### src/rtl/reg_mux_pipe.sv
// Programmable-latency register chain (0..DEPTH stages) with per-item valid, occupancy and flush-on-reconfigure.
// Latency = lat_q enabled edges (0 = combinational bypass); no backpressure, ce stalls every stage.
module reg_mux_pipe #(
  parameter int WIDTH = 18,
  parameter int DEPTH = 4,
  localparam int LW = $clog2(DEPTH + 1)
) (
  input  logic             clk,
  input  logic             rst_n,
  input  logic             ce,
  input  logic             sclr,
  input  logic [LW-1:0]    lat_sel,
  input  logic             in_valid,
  input  logic [WIDTH-1:0] din,
  output logic [WIDTH-1:0] dout,
  output logic             out_valid,
  output logic [LW-1:0]    occupancy,
  output logic             drop,
  output logic             cfg_err
);

  localparam logic [LW-1:0] DEPTH_L = LW'(DEPTH);

  logic [DEPTH:1][WIDTH-1:0] stage;
  logic [DEPTH:1]            vld;
  logic [LW-1:0]             lat_q;
  logic [LW-1:0]             eff_sel;
  logic                      range_err;
  logic                      lat_chg;
  logic                      any_vld;

  assign range_err = (lat_sel > DEPTH_L);
  assign eff_sel   = range_err ? DEPTH_L : lat_sel;
  assign lat_chg   = (eff_sel != lat_q);

  // Tap select by equality compare only, so lat_q can never index past DEPTH.
  always_comb begin
    dout      = din;
    out_valid = in_valid;
    occupancy = '0;
    any_vld   = 1'b0;
    for (int k = 1; k <= DEPTH; k++) begin
      if (LW'(k) <= lat_q) begin
        occupancy = occupancy + LW'(vld[k]);
        any_vld   = any_vld | vld[k];
      end
      if (LW'(k) == lat_q) begin
        dout      = stage[k];
        out_valid = vld[k];
      end
    end
  end

  always_ff @(posedge clk or negedge rst_n) begin
    if (!rst_n) begin
      stage <= '0;
      vld   <= '0;
      lat_q <= '0;
      drop  <= 1'b0;
    end else if (sclr) begin
      stage <= '0;
      vld   <= '0;
      lat_q <= eff_sel;
      drop  <= 1'b0;
    end else if (lat_chg) begin
      // Flush valids but keep data; the incoming item is discarded silently.
      vld   <= '0;
      lat_q <= eff_sel;
      drop  <= any_vld;
    end else if (ce) begin
      stage[1] <= din;
      vld[1]   <= in_valid;
      for (int k = 2; k <= DEPTH; k++) begin
        stage[k] <= stage[k-1];
        vld[k]   <= vld[k-1];
      end
      drop <= 1'b0;
    end else begin
      drop <= 1'b0;
    end
  end

  always_ff @(posedge clk or negedge rst_n) begin
    if (!rst_n) begin
      cfg_err <= 1'b0;
    end else if (range_err) begin
      cfg_err <= 1'b1;
    end
  end

endmodule

### config.mk
export PLATFORM = sky130hd
export DESIGN_NAME = reg_mux_pipe
export DESIGN_NICKNAME = d
export VERILOG_FILES = /design/src/rtl/reg_mux_pipe.sv
export SDC_FILE = /design/constraint.sdc
export NUM_CORES = 1
export LEC_CHECK = 0
export CORE_ASPECT_RATIO = 0.8
export CORE_MARGIN = 2
export CORE_UTILIZATION = 57
export DETAILED_ROUTE_END_ITERATION = 10
export PLACE_DENSITY_LB_ADDON = 0.05
export SETUP_SLACK_MARGIN = 0.05
export SLEW_MARGIN = 20
export SYNTH_ARGS = -nofsm -noshare
export SYNTH_HDL_FRONTEND = slang
export SYNTH_SLANG_ARGS = --single-unit
### constraint.sdc
create_clock -name clk -period 4.45 [get_ports clk]
set_input_delay 0.6675 -clock clk [delete_from_list [all_inputs] [get_ports clk]]
set_output_delay 0.6675 -clock clk [all_outputs]
set_load 0.02 [all_outputs]
==> impl_summary.txt, run 1 <==
----------------------------------------------------
[Die]
  Vertical die dimension ... 86.1 µm
  Die extent in x ... 107 µm
  Core region area ... 8060 µm²
  Area of the die ... 9180 µm²
  Site Rows ... 29
  I/O pin count ... 50
  Initial core utilization ... 59.6%

[Worst setup path]
  Nature of the critical path endpoint ... output port
  Kind of start point of the critical path ... flip-flop
  Maximum fanout count along the critical path ... 2
  Crit path required time ... 3.78 ns
  Setup CP Type ... reg -> out
  CP Data Arrival Time ... 3.52 ns

[Finish]
  Fraction of layout instances using a drive strength above 1 ... 6.00%
  Final instance area ... 5470 µm²
  Area taken by multi-input logic gates ... 2540 µm²
  Number of filler instances in the final layout ... 646
  Area growth, synth to finish ... 14.0%
  Post-layout net count ... 528
  # diodes ... 0
  Combined flip-flop and latch cell area ... 2030 µm²

[Pwr]
  Leak pwr ... 2.31 nW
  Maximum vdd drop ... roughly 0.22 mV
  PwrDens ... 285 nW/µm²
  Post-route total power ... 1.56 mW

[Clocking]
  Buffer levels on the longest clock path ... 2
  Clock tree from TritonCTS ... built
  Master cell of the clock root buffer ... clkbuf_8
  Post CTS Setup Buffer Count ... 0
  Clock-pin slew of the registers on the worst-case setup and hold paths ... 0.08 ns
  CTS buffer count ... 9
  Num Clock Sinks ... 81
  Deepest level of the CTS H-tree ... 3
  Clock latency at the later pin of the worst-skew pair ... between 0.3 and 0.4 ns

[Logic synthesis]
  Synth area leader ... dfrtp_1
  Complex-gate fraction of the synthesized area ... between 10% and 20%
  Post-synthesis area per instance ... around 10 µm²
  Dominant combinational cell family by area after synthesis ... simple AND/OR/NAND/NOR gates
  Most area-consuming cells after synthesis ... dfrtp_1 (42%), mux2i_1 (15%), nand2b_1 (11%)
  Register area share after synthesis ... 42.2%
  Cell count after synthesis ... between 400 and 500
  Netlist area before placement ... 4800 µm²
  Top cell type's share of synthesized area ... between 40% and 50%
  Area fraction in and, or, nand and nor cells after synthesis ... 18.6%
  Fraction of synthesized area in multiplexers ... between 15 and 20%
  Unique cell type count in the Yosys netlist ... 33
  Adder-cell share of the synthesized area ... 1.56%
  Syn_nets ... 505
  Xor/xnor cell area share of the yosys netlist ... 0.547%
  Post-synthesis register bit count ... 81
  Synthesis warning total ... 0

[Timing]
  Post-Route Skew ... 0.00633 ns
  Count of endpoints failing hold in the final timing report ... 0
  Worst Max-Slew Pin Slew ... 0.738 ns
  Maximum clock frequency ... approximately 0.24 GHz
  Final Max Tran Viols ... 0
  Finish-stage setup viols ... 0
  TNS Setup ... 0 ns
  Clock period minus worst slack ... 4.18 ns
  RSZ-0062 raised after global routing ... false
  Worst slew margin ... 50.8%
  Period utilization ... 94.0%
  Worst hold slack after final layout ... 0.325 ns

[Route]
  DRC violations left ... 0
  Average vias per placed instance ... 5.95
  Initial DRC count ... 168
  Detailed-routing iteration count for the pre-antenna-repair pass ... 5
  Detailed-route wire length per cell ... around 18 µm
  DR vias ... 3,615
  Number of antenna-violating nets in the routed design ... 0
  Overall routed net length ... between 10 and 15 mm

[GRT]
  Gr usage total ... 25.3%
  Largest net degree at the start of global routing ... 93
  Via count of the first global-routing pass ... ~3,700
  Wire length of the first global-routing pass ... approximately 18 mm
  Antenna violations before repair ... 0
  Overflow left after global routing ... 0

[Min path]
  Worst min path class ... in -> async

[Placed design]
  I/O Buffers ... slightly below 50
  HPWL reported at the end of detailed placement ... 6.72 mm
  Weighted congestion at the end of routability-driven global placement ... 0.832
  Area of placed instances ... approximately 5300 µm²

[Run status]
  Status ... complete, no violations

[Run]
  Count of max-cap constraint violations ... 0

----------------------------------------------------
## Yosys cell counts (all sizes together)
master and count:
and3 1, a22o 7, o31ai 2, a21boi 5, o21ai 40, a221o 6
buf 23, mux2i 73, a211oi 11, nor2b 21, nand2b 81, xor2 1
o221ai 14, clkbuf 23, nor2 8, o21a 15, nand2 11, a21oi 15
mux2 2, xnor2 2, inv 2, and2 1, nand4b 18, dfrtp 81
nor3b 1, and2b 1, a32o 1, o22ai 1, ha 6
## worst paths after layout
| kind | start | end | slack (ns) | cells after the start |
|---|---|---|---|---|
| worst max-delay path | lat_q[0]$_DFFE_PN0P_ | occupancy[1] | 0.27 | 12 |
| worst min-delay path | rst_n | stage[35]$_DFFE_PN0P_ | 0.32 | 1 |
| worst max register to register | lat_q[1]$_DFFE_PN0P_ | stage[40]$_DFFE_PN0P_ | 1.55 | 7 |
| worst min register to register | cfg_err$_DFFE_PN0P_ | cfg_err$_DFFE_PN0P_ | 0.47 | 1 |
| max in group asynchronous | rst_n | lat_q[1]$_DFFE_PN0P_ | 3.56 | 1 |
| min in group clk | cfg_err$_DFFE_PN0P_ | cfg_err$_DFFE_PN0P_ | 0.47 | 1 |
## layout make-up
cell class | count | area share (%)
well taps | 108 | 2.47
repair buffers | 58 | 10.4
multi-input cells | 344 | 46.4
flip-flops and latches | 81 | 37.1
clock inverters | 3 | 0.731
clock buffers | 12 | 2.83
inverters | 2 | 0.137
## cells by family after synthesis
kind of cell	after synthesis
simple gates	143
compound gates	117
flops	81
mux	75
buf+inv	48
fa+ha+maj	6
xor+xnor	3
## placed cells by master, fill, tap and decap left out, types with 14 or more instances in the layout
cell / Yosys / final
nand2b_1: 81 / 81
mux2i_1: 73 / 73
o21ai_1: 18 / 18
o21ai_0: 22 / 22
o221ai_1: 14 / 14
nand4b_1: 18 / 18
nor2b_1: 21 / 21
dfrtp_1: 81 / 80
o21a_1: 15 / 15
clkdlybuf4s50_1: 0 / 47
a21oi_1: 15 / 15
## power by group
group | switching (mW) | total [mW] | internal [mW]
Combinational | 0.153 | 0.276 | 0.122
Clock | 0.252 | 0.537 | 0.285
Sequential | 0.00526 | 0.750 | 0.744
Total | 0.411 | 1.56 | 1.15
## state kept, by name, indices dropped and copies added, names as in the netlist
register / cells
cfg_err: 1
drop: 1
lat_q: 3
stage: 72
vld: 4
## worst max-delay path, cell delays in order, from the launching register on
cell and delay (ns):
dfrtp_1 0.39, o31ai_2 0.28, ha_1 0.29, o21ai_0 0.08, o31ai_1 0.10, ha_1 0.31
nand2_1 0.07, o21ai_0 0.08, a221o_1 0.32, ha_1 0.19, ha_1 0.26, mux2_2 0.26
clkdlybuf4s50_1 0.54
## timing repair
| item | CTS | global route |
|---|---|---|
| setup endpoints to repair | 0 | 1 |
| gates resized for setup | 0 | 1 |
| hold buffers | 0 | 0 |
## per-stage QoR
step / util, % / setup WS [ns] / instances
finish: 68.0 / 0.265 / 608
global route: 68.0 / 0.0960 / 608
global placement: 65.4 / 0.651 / 593
detailed placement: 65.4 / 0.586 / 593
floorplan: - / 0.670 / 473
CTS: 67.8 / 0.181 / 608
## routing by layer
layer | GRT usage (%) | wire [µm] | up-vias | share of wire, %
met1 | 33.1 | 4990 | 1778 | 46
li1 | - | - | 1750 | -
met3 | 5.85 | 347 | 20 | 3.2
met4 | 8.50 | 186 | 0 | 1.7
met2 | 42.0 | 5310 | 67 | 49
met5 | 0 | 0 | - | 0
(Power assumes the default switching activity.)
==> inputs of run 2 (changes only) <==
- CTS_CLUSTER_DIAMETER: unset -> 120
==> results of run 2 <==
Same layout as run 1: the final DEF is identical, and so are final timing and power.
